### config.mk
export PLATFORM = sky130hd
export DESIGN_NAME = pipeline_stall_ctrl_flat
export DESIGN_NICKNAME = d
export VERILOG_FILES = /design/src/rtl/pipeline_stall_ctrl_if.sv /design/src/rtl/pipeline_stall_ctrl.sv /design/src/flat_wrapper.sv
export SDC_FILE = /design/constraint.sdc
export NUM_CORES = 1
export LEC_CHECK = 0
export BUFFER_PORTS_ARGS = -buffer_cell sky130_fd_sc_hd__buf_2
export CAP_MARGIN = 20
export CORE_ASPECT_RATIO = 0.9
export CORE_MARGIN = 2
export CORE_UTILIZATION = 53
export CTS_CLUSTER_DIAMETER = 100
export CTS_CLUSTER_SIZE = 8
export DETAILED_ROUTE_END_ITERATION = 12
export GPL_TIMING_DRIVEN = 0
export HOLD_SLACK_MARGIN = 0.15
export PLACE_DENSITY = 0.84
export SYNTH_ARGS = -nofsm -noshare
export SYNTH_HDL_FRONTEND = slang
export SYNTH_SLANG_ARGS = --single-unit
### constraint.sdc
create_clock -name clk -period 3.1 [get_ports clk]
set_input_delay 0.775 -clock clk [delete_from_list [all_inputs] [get_ports clk]]
set_output_delay 0.775 -clock clk [all_outputs]
set_load 0.005 [all_outputs]
### src/rtl/pipeline_stall_ctrl_if.sv
// Hazard/control bundle between the EX/Decode hazard sources and the
// pipeline sequencing controller.
interface pipeline_stall_ctrl_if #(
    parameter int unsigned CNT_W = 16
);
    logic             MemReadE;
    logic [4:0]       RD_E;
    logic [4:0]       Rs1_D;
    logic [4:0]       Rs2_D;
    logic             PCSrcE;
    logic             DivE;
    logic             StallF;
    logic             StallD;
    logic             StallE;
    logic             FlushD;
    logic             FlushE;
    logic             FlushM;
    logic             DivStart;
    logic             DivDone;
    logic [CNT_W-1:0] StallCount;

    modport master (
        output MemReadE, RD_E, Rs1_D, Rs2_D, PCSrcE, DivE,
        input  StallF, StallD, StallE, FlushD, FlushE, FlushM,
               DivStart, DivDone, StallCount
    );

    modport slave (
        input  MemReadE, RD_E, Rs1_D, Rs2_D, PCSrcE, DivE,
        output StallF, StallD, StallE, FlushD, FlushE, FlushM,
               DivStart, DivDone, StallCount
    );
endinterface

### src/rtl/pipeline_stall_ctrl.sv
// Stall/flush sequencing for load-use hazards, taken branches and the
// iterative divider, plus a saturating front-end stall-cycle counter.
module pipeline_stall_ctrl #(
    parameter int unsigned DIV_LATENCY = 8,
    parameter int unsigned CNT_W       = 16
) (
    input logic                 clk,
    input logic                 rst,
    pipeline_stall_ctrl_if.slave bus
);
    localparam int unsigned DCNT_W = $clog2(DIV_LATENCY);
    localparam logic [DCNT_W-1:0] DIV_LOAD = DCNT_W'(DIV_LATENCY - 2);

    typedef enum logic {IDLE, DIV_BUSY} state_t;

    state_t             state_q, state_d;
    logic [DCNT_W-1:0]  dcnt_q, dcnt_d;
    logic [CNT_W-1:0]   stall_count_q, stall_count_d;

    logic stall_f, stall_d, stall_e;
    logic flush_d, flush_e, flush_m;
    logic div_start, div_done;
    logic load_use;

    assign load_use = bus.MemReadE && (bus.RD_E != '0) &&
                      ((bus.RD_E == bus.Rs1_D) || (bus.RD_E == bus.Rs2_D));

    // Outputs are forced low while reset is asserted, even though inputs may toggle.
    always_comb begin
        state_d   = state_q;
        dcnt_d    = dcnt_q;
        stall_f   = 1'b0;
        stall_d   = 1'b0;
        stall_e   = 1'b0;
        flush_d   = 1'b0;
        flush_e   = 1'b0;
        flush_m   = 1'b0;
        div_start = 1'b0;
        div_done  = 1'b0;
        if (rst) begin
            case (state_q)
                IDLE: begin
                    if (bus.PCSrcE) begin
                        flush_d = 1'b1;
                        flush_e = 1'b1;
                    end else if (bus.DivE) begin
                        div_start = 1'b1;
                        stall_f   = 1'b1;
                        stall_d   = 1'b1;
                        stall_e   = 1'b1;
                        flush_m   = 1'b1;
                        dcnt_d    = DIV_LOAD;
                        state_d   = DIV_BUSY;
                    end else if (load_use) begin
                        stall_f = 1'b1;
                        stall_d = 1'b1;
                        flush_e = 1'b1;
                    end
                end
                DIV_BUSY: begin
                    if (dcnt_q == '0) begin
                        div_done = 1'b1;
                        state_d  = IDLE;
                    end else begin
                        stall_f = 1'b1;
                        stall_d = 1'b1;
                        stall_e = 1'b1;
                        flush_m = 1'b1;
                        dcnt_d  = dcnt_q - 1'b1;
                    end
                end
                default: state_d = IDLE;
            endcase
        end
    end

    always_comb begin
        stall_count_d = stall_count_q;
        if (stall_f && (stall_count_q != '1)) begin
            stall_count_d = stall_count_q + 1'b1;
        end
    end

    always_ff @(posedge clk or negedge rst) begin
        if (!rst) begin
            state_q       <= IDLE;
            dcnt_q        <= '0;
            stall_count_q <= '0;
        end else begin
            state_q       <= state_d;
            dcnt_q        <= dcnt_d;
            stall_count_q <= stall_count_d;
        end
    end

    assign bus.StallF     = stall_f;
    assign bus.StallD     = stall_d;
    assign bus.StallE     = stall_e;
    assign bus.FlushD     = flush_d;
    assign bus.FlushE     = flush_e;
    assign bus.FlushM     = flush_m;
    assign bus.DivStart   = div_start;
    assign bus.DivDone    = div_done;
    assign bus.StallCount = stall_count_q;
endmodule

### src/flat_wrapper.sv
// flat-port wrapper written by rule: the top's interface ports become plain ports
module pipeline_stall_ctrl_flat 
#(
    parameter int unsigned DIV_LATENCY = 8,
    parameter int unsigned CNT_W       = 16
)
  (clk, rst, bus_MemReadE, bus_RD_E, bus_Rs1_D, bus_Rs2_D, bus_PCSrcE, bus_DivE, bus_StallF, bus_StallD, bus_StallE, bus_FlushD, bus_FlushE, bus_FlushM, bus_DivStart, bus_DivDone, bus_StallCount);
  pipeline_stall_ctrl_if #(.CNT_W(CNT_W)) bus_i ();
  input logic clk;
  input logic rst;
  input wire logic [$bits(bus_i.MemReadE)-1:0] bus_MemReadE;
  input wire logic [$bits(bus_i.RD_E)-1:0] bus_RD_E;
  input wire logic [$bits(bus_i.Rs1_D)-1:0] bus_Rs1_D;
  input wire logic [$bits(bus_i.Rs2_D)-1:0] bus_Rs2_D;
  input wire logic [$bits(bus_i.PCSrcE)-1:0] bus_PCSrcE;
  input wire logic [$bits(bus_i.DivE)-1:0] bus_DivE;
  output wire logic [$bits(bus_i.StallF)-1:0] bus_StallF;
  output wire logic [$bits(bus_i.StallD)-1:0] bus_StallD;
  output wire logic [$bits(bus_i.StallE)-1:0] bus_StallE;
  output wire logic [$bits(bus_i.FlushD)-1:0] bus_FlushD;
  output wire logic [$bits(bus_i.FlushE)-1:0] bus_FlushE;
  output wire logic [$bits(bus_i.FlushM)-1:0] bus_FlushM;
  output wire logic [$bits(bus_i.DivStart)-1:0] bus_DivStart;
  output wire logic [$bits(bus_i.DivDone)-1:0] bus_DivDone;
  output wire logic [$bits(bus_i.StallCount)-1:0] bus_StallCount;
  assign bus_i.MemReadE = bus_MemReadE;
  assign bus_i.RD_E = bus_RD_E;
  assign bus_i.Rs1_D = bus_Rs1_D;
  assign bus_i.Rs2_D = bus_Rs2_D;
  assign bus_i.PCSrcE = bus_PCSrcE;
  assign bus_i.DivE = bus_DivE;
  assign bus_StallF = bus_i.StallF;
  assign bus_StallD = bus_i.StallD;
  assign bus_StallE = bus_i.StallE;
  assign bus_FlushD = bus_i.FlushD;
  assign bus_FlushE = bus_i.FlushE;
  assign bus_FlushM = bus_i.FlushM;
  assign bus_DivStart = bus_i.DivStart;
  assign bus_DivDone = bus_i.DivDone;
  assign bus_StallCount = bus_i.StallCount;
  pipeline_stall_ctrl #(.DIV_LATENCY(DIV_LATENCY), .CNT_W(CNT_W)) u_core (.clk(clk), .rst(rst), .bus(bus_i));
endmodule
=== Word level (Yosys, flattened, before mapping) ===
Index checks and enable logic that the tools add are counted.

* Output and inout bits: 24
* Bits in registers: 20
* Logic and storage cells: 45

* Reductions and logical operators: 7
* Multiplexer cells: 26
* Bitwise logic cells: 1
* Add/subtract/negate cells: 2
* Eq/ne operators: 6

{| class="wikitable"
|+ Operators with widths
! kind !! number
|-
| 1-bit two-way mux || 20
|-
| 16-bit by 1-bit adder with 16-bit output (second input constant) || 1
|-
| 16-bit != test (second input constant) || 1
|-
| 5-bit == test || 2
|-
| 3-bit two-way mux || 3
|-
| 2-bit != test (second input constant) || 3
|-
| 3-bit one-hot mux with 2 select lines || 1
|-
| 5-bit nonzero test || 1
|-
| 1-bit one-hot mux with 2 select lines || 2
|-
| 4-bit AND reduction || 1
|-
| 1-bit logical AND || 3
|-
| 3-bit logical NOT || 1
|-
| 3-bit by 1-bit subtractor with 3-bit output (second input constant) || 1
|-
| 1-bit logical OR || 1
|-
| 1-bit NOT || 1
|}

=== Logic depth before layout (Yosys ltp) ===
Gate-level depths: netlist (run 1).

* Depth after elaboration: 9
* Gate-level depth with buffers: 8
* Depth with buffers taken out: 7

=== Worst setup path before layout (run 1) ===
Ideal clock, no wire load.

* Path type: in2out
* Start: input port bus_RD_E[0]
* End: output port bus_StallF
* Stages: 5
* Path buffers: 1
* Path slack: 503 ps
* Arrival time: 1822 ps
* Cell sequence: or4_1 > o21ai_1 > nand2b_1 > a21oi_1 > buf_4

* Word-level cells in the longest chain between the ends: 8

{| class="wikitable"
|+ Ends and longest elaborated chain
! element !! RTL line !! text
|-
| start, declared || flat_wrapper.sv:12 || <nowiki>input wire logic [$bits(bus_i.RD_E)-1:0] bus_RD_E;</nowiki>
|-
| 5-bit == test / 5-bit nonzero test (equally long branches) || pipeline_stall_ctrl.sv:26, pipeline_stall_ctrl.sv:25 ||
|-
| 1-bit logical OR / 1-bit logical AND (equally long branches) || pipeline_stall_ctrl.sv:26, pipeline_stall_ctrl.sv:25 ||
|-
| 1-bit logical AND (*) || pipeline_stall_ctrl.sv:25 || <nowiki>assign load_use = bus.MemReadE && (bus.RD_E != '0) &&</nowiki>
|-
| 1-bit two-way mux (*) (3 in series) || - ||
|-
| 1-bit one-hot mux with 2 select lines (*) || - ||
|-
| 1-bit two-way mux (*) || - ||
|-
| end, declared || flat_wrapper.sv:17 || <nowiki>output wire logic [$bits(bus_i.StallF)-1:0] bus_StallF;</nowiki>
|}

Every way passes the cells marked *; elsewhere a longest branch is shown, timed or not.

=== Final worst setup path (run 1) ===
* Start: input port bus_RD_E[0]
* End: output port bus_StallF

* Word-level cells in the longest chain between the ends: 8

{| class="wikitable"
|+ Ends and longest elaborated chain
! element !! RTL line !! text
|-
| 5-bit == test / 5-bit nonzero test (equally long branches) || pipeline_stall_ctrl.sv:26, pipeline_stall_ctrl.sv:25 ||
|-
| 1-bit logical OR / 1-bit logical AND (equally long branches) || pipeline_stall_ctrl.sv:26, pipeline_stall_ctrl.sv:25 ||
|-
| 1-bit logical AND (*) || pipeline_stall_ctrl.sv:25 ||
|-
| 1-bit two-way mux (*) || pipeline_stall_ctrl.sv:54 || <nowiki>end else if (load_use) begin</nowiki>
|-
| 1-bit two-way mux (*) || pipeline_stall_ctrl.sv:46 || <nowiki>end else if (bus.DivE) begin</nowiki>
|-
| 1-bit two-way mux (*) || pipeline_stall_ctrl.sv:43 || <nowiki>if (bus.PCSrcE) begin</nowiki>
|-
| 1-bit one-hot mux with 2 select lines (*) || pipeline_stall_ctrl.sv:41 || <nowiki>case (state_q)</nowiki>
|-
| 1-bit two-way mux (*) || pipeline_stall_ctrl.sv:40 || <nowiki>if (rst) begin</nowiki>
|}

Marks and branches as above.

==> summary.txt, run 1 <==
Run status
  – Status: finished clean

Finish
  – Fill cells: 167
  – Sequential Area: 500 um2
  – Nets: 202
  – Share of cells above drive strength 1: 32.0%
  – N_diodes: 0
  – Multi-input gate area: 723 um2
  – Area delta synth->final: 23.9%

Global route
  – First-pass GRT wire length: 5000 um
  – GRT Overall Usage: 22.3%
  – Antenna violations before repair: 0
  – Largest net degree at the start of global routing: 28
  – Global route overflow: 0
  – Vias in the first global route: 1169

STA
  – Max-slew headroom: 63.0%
  – Fin crit period: 2910 ps
  – Hold Vio Cnt, Final: 0
  – Max Slew Vio Count: 0
  – # setup viols final: 0
  – RSZ-0062 raised after global routing: false
  – Setup Skew: 12.1 ps
  – Slew @ Worst Pin: 556 ps
  – Upper clock frequency limit: 344 MHz
  – Fin crit share: 93.7%
  – Fin worst setup slack: 195 ps
  – Setup TNS: 0 ps

Setup path
  – Worst endpoint data arrival time: 2130 ps
  – Worst path required time: 2320 ps
  – Sum of buffers and inverters on the critical path: 3
  – Crit path kind: input pin to output port
  – Most numerous cell on the critical path: buf_2
  – Cells along the critical path: buf_2 > or4_1 > o21ai_1 > nand2b_1 > a21oi_1 > buf_4 > buf_2
  – CP max stage delay: 530 ps
  – Critical Path Sink Type: output port
  – Critical Path Fanout Max: 3
  – CP startpoint kind: input pin
  – Critical path's slowest cell: or4_1
  – Reg2reg setup slack: 1140 ps
  – CP delay by family, top: simple AND/OR/NAND/NOR gates

Logic synthesis
  – Ys async rst share: 100%
  – Ys flop type: dfrtp_1
  – Area of the mapped netlist: 1270 um2
  – Most numerous cell in the Yosys netlist: xnor2_1
  – Synth top area share: 39.4%
  – Yosys cell types: 35
  – Commonest cells post-synth: 25 x xnor2_1, 20 x dfrtp_1, 17 x nand3_1, 8 x nand2_1, 7 x nor2_1
  – Post-synth net total: 154
  – Cell taking the most area after synthesis: dfrtp_1
  – Synth top area cells: dfrtp_1 39%, xnor2_1 17%, nand3_1 6.7%, ha_1 3.0%, nand4_1 3.0%
  – Sequential fraction of the synthesis area: 39.4%
  – Post-Syn Instances: 131
  – Synthesized flop and latch total: 20
  – YS warnings: 0
  – Synthesized area per cell: 9.69 um2
  – EDFF count, synth: 0

Pwr
  – Pint: 578 uW
  – Clock Power Share: 25.1%
  – Net Switching: 273 uW
  – LEAKAGE: 0.000740 uW
  – Comb power frac: 30.5%
  – Part of the power in registers: 44.5%
  – Max VDD drop: 0.617 mV
  – Power Dens Cells: 541 nW/um2
  – Sw Share: 32.1%

Route
  – Routed WL: 2820 um
  – Initial detailed-routing violation count: 45
  – Vias/cell: 5.66
  – First-pass iteration count of the detailed router: 4
  – ANT nets after route: 0
  – DR WL/cell: 13.8 um
  – Via Count: 1161
  – DRC viols: 0

Placed design
  – Routability cong.: 0.766
  – Place WS: 164 ps
  – DPL Wire Length: 2160 um
  – Port bufs: 43

Floorplan
  – Core Rows: 16
  – DIE HEIGHT: 50.4 um
  – IO Count: 44
  – Die area: 2800 um2
  – Initial Utilization: 57.2%
  – Die W: 55.6 um
  – Core outline area: 2220 um2

Clock network
  – CTS tree: done
  – Clock transition at the registers of the reported paths: 120 ps
  – Post-CTS setup buffer count: 0
  – Root Driver: clkbuf_4
  – Worst-skew pair later-pin latency: 310 ps
  – Clock Sinks: 20
  – CTS Buf Count: 3
  – CTS Buffer Depth: 2
  – H-Tree Depth: 1

Hold path
  – Hold Path Class: input pin to asynchronous set/reset pin

Run
  – Total of max-cap violations: 0
cells in the final DEF (no fill, tap or decap), drive strengths merged, types with 2 or more instances in the layout:
cell     n
buf     46
xnor2   25
dfrtp   20
nand3   18
nand2    8
nor2     7
nand4    7
inv      5
nand2b   4
clkbuf   4
and3     3
nor3     3
ha       3
nor4     3
o21ai    3
o22ai    2
a21o     2
or4      2
a21oi    2
and4     2
kinds of logic after synthesis:
family          share of synthesized area, %
mux                                    0.887
simple gates                            28.9
compound gates                          6.99
xor+xnor                                17.2
fa+ha+maj                               2.96
buf+inv                                 3.64
flops                                   39.4
cell type report:
cell class	instances	area share (%)
buffer	4	1.75
clock inverter	1	1.91
timing repair buffer	43	13.8
clock buffer	3	1.43
sequential	20	31.8
tap	27	2.15
multi-input combinational	102	45.9
inverter	5	1.19
flip-flops by register name, indices dropped and copies added, names as in the netlist:
| signal | flops |
|---|---|
| u_core.bus.StallCount | 16 |
| u_core.state_q | 1 |
| u_core.dcnt_q | 3 |
power by group through the flow:
| stage | Combinational (uW) | Sequential, uW | Clock [uW] |
|---|---|---|---|
| 6_report | 259 | 378 | 214 |
| 2_1_floorplan | 161 | 375 | 0 |
| 3_3_place_gp | 248 | 378 | 0 |
| 4_1_cts | 263 | 377 | 219 |
| 3_5_place_dp | 262 | 380 | 0 |
| 5_1_grt | 294 | 390 | 230 |
timing repair:
item,CTS,global route
hold buffers,0,0
setup endpoints to repair,0,1
gates resized for setup,0,1
per-stage QoR:
stage                     std cells  utilization [%]  power [uW]  instance area [um2]  hold slack (ps)
final                           205             70.8         851                 1570              368
after global routing            205             70.8         914                 1570              372
after CTS                       205             70.7         859                 1570              434
after detailed placement        201             68.4         642                 1520              481
after global placement          201             68.4         626                 1520              475
after floorplan                 131                -         537                 1270              451
per-layer routing:
metal | part of all wire, % | up-vias | GRT usage, % | routed length, um
met5 | 0 | - | 0 | 0
met4 | 1.1 | 0 | 4.47 | 31
met3 | 6.7 | 4 | 6.70 | 188
met2 | 50 | 43 | 40.5 | 1420
met1 | 42 | 553 | 26.4 | 1190
li1 | - | 561 | - | -
path summary, 6_finish.rpt:
kind	from	endpoint	cells after the start
worst min register to register	u_core.dcnt_q[0]	u_core.dcnt_q[0]	1
worst max register to register	u_core.state_q	u_core.bus.StallCount[1]	4
min in group clk	u_core.dcnt_q[0]	u_core.dcnt_q[0]	1
max in group asynchronous	rst	u_core.bus.StallCount[1]	1
worst min-delay path	rst	u_core.state_q	1
worst max-delay path	bus_RD_E[0]	bus_StallF	7
worst reg2reg max path: stages (launching register included):
cell and delay [ps]:
dfrtp_1 450, nor2_1 420, o221ai_1 410, nand3_1 240, mux2_1 330
Note: power is estimated with default switching activity, not from simulation.
==> run 2: changes to the inputs <==
==> constraint.sdc (replaced) <==
create_clock -name clk -period 3.1 [get_ports clk]
set_input_delay 0.62 -clock clk [delete_from_list [all_inputs] [get_ports clk]]
set_output_delay 0.62 -clock clk [all_outputs]
set_load 0.005 [all_outputs]
==> run 2 against run 1 <==
Hold slack lost 98 ps. Via count down 0.26%. Maximum frequency is 12% higher. Non-clock buffer count did not move. Global-route usage unchanged. Count of clock-buffer cells in the layout is the same. Final cell count unchanged. Total power about the same. Clock skew is essentially flat.
==> summary.txt, run 2 (same netlist as run 1, synthesis figures left out) <==
Setup path
  – Worst path required time: 2480 ps
  – Worst endpoint data arrival time: 1980 ps
  – Worst r2r src: u_core.state_q
  – Crit path kind: input pin to output port
  – CP startpoint kind: input pin
  – Critical Path Sink Type: output port
  – Crit path from: bus_RD_E[0]
  – Critical Path Fanout Max: 3

Global route
  – Vias in the first global route: 1169
  – Largest net degree at the start of global routing: 28
  – Global route overflow: 0
  – GRT Overall Usage: 22.3%
  – Antenna violations before repair: 0
  – First-pass GRT wire length: 5000 um

Route
  – ANT nets after route: 0
  – Routed WL: 2820 um
  – DRC viols: 0
  – Via Count: 1158
  – DR WL/cell: 13.7 um
  – Vias/cell: 5.65
  – Initial detailed-routing violation count: 45
  – First-pass iteration count of the detailed router: 4

Finish
  – Design Area, Final: 1570 um2
  – Commonest cells after routing, fill and taps aside: 44 x buf_2, 25 x xnor2_1, 20 x dfrtp_1
  – Fill cells: 166
  – Max reg flops: 16
  – Area delta synth->final: 23.7%
  – Commonest non-fill, non-tap cell in the layout: buf_2
  – N_diodes: 0
  – Sequential Area: 500 um2
  – Share of cells above drive strength 1: 32.0%
  – Post-route insts no fill: 205
  – Nets: 202
  – Multi-input gate area: 723 um2

STA
  – Slew @ Worst Pin: 554 ps
  – # setup viols final: 0
  – RSZ-0062 raised after global routing: false
  – Fin crit period: 2600 ps
  – Fin crit share: 83.7%
  – Worst hold margin: 270 ps
  – Max Slew Vio Count: 0
  – Setup TNS: 0 ps
  – Upper clock frequency limit: 385 MHz
  – Hold Vio Cnt, Final: 0
  – Max-slew headroom: 63.0%
  – Setup Skew: 12.1 ps

Pwr
  – LEAKAGE: 0.000740 uW
  – Max VDD drop: 0.617 mV
  – Power Dens Cells: 541 nW/um2

Clock network
  – Post-CTS setup buffer count: 0
  – Clock Sinks: 20
  – CTS Buffer Depth: 2
  – H-Tree Depth: 1
  – Worst-skew pair later-pin latency: 310 ps
  – CTS Hold Bufs: 0
  – Clock transition at the registers of the reported paths: 120 ps
  – CTS Buf Count: 3
  – Post_cts resized: 0
  – Root Driver: clkbuf_4
  – CTS tree: done

Placed design
  – DPL Wire Length: 2160 um
  – Post-placement cell count: 201
  – Port bufs: 43
  – Routability cong.: 0.766
  – DP Area: 1520 um2

Floorplan
  – Initial Utilization: 57.2%
  – Die W: 55.6 um
  – IO Count: 44
  – Core Rows: 16
  – DIE HEIGHT: 50.4 um
  – Core outline area: 2220 um2
  – Die area: 2800 um2

Hold path
  – Hold Path Class: input pin to asynchronous set/reset pin

Run
  – Total of max-cap violations: 0

Run status
  – Status: finished clean
==> run 2: stage by stage <==
stage | util [%] | setup WS [ps] | total power [uW]
after global placement | 68.4 | 517 | 626
after detailed placement | 68.4 | 474 | 642
final | 70.7 | 504 | 850
after global routing | 70.7 | 278 | 914
after floorplan | - | 813 | 537
after CTS | 70.7 | 473 | 859
==> run 2: path summary, 6_finish.rpt <==
check	end	slack [ps]	cells after the start
min reg2reg	u_core.dcnt_q[0]	500	1
min in group clk	u_core.dcnt_q[0]	500	1
max reg2reg	u_core.bus.StallCount[1]	1140	4
min	u_core.dcnt_q[2]	270	1
max	bus_StallF	500	7
max in group asynchronous	u_core.bus.StallCount[5]	2460	1
==> run 2: critical path, stage by stage <==
cell and delay (ps):
buf_2 120, or4_1 530, o21ai_1 190, nand2b_1 160
a21oi_1 90, buf_4 150, buf_2 110
==> run 2: layout make-up <==
type / instances / area share (%)
Multi-Input combinational cell: 102 / 46.0
Sequential cell: 20 / 31.8
Timing Repair Buffer: 43 / 13.7
Tap cell: 27 / 2.15
Clock inverter: 1 / 1.91
Buffer: 4 / 1.75
Clock buffer: 3 / 1.43
Inverter: 5 / 1.19
==> run 2: per-layer routing <==
layer,GRT usage [%],share of wire (%),vias up
li1,-,-,562
met4,4.47,1.1,0
met2,40.5,50,41
met3,6.70,6.6,4
met1,26.4,42,551
met5,0,0,-
==> run 2: where the power goes <==
part	total (uW)	switching, uW	leakage, uW	internal, uW
sequential	378	63.2	0.000260	315
clock	213	82.7	0.0000279	131
combinational	259	127	0.000451	132
total	850	273	0.000740	578
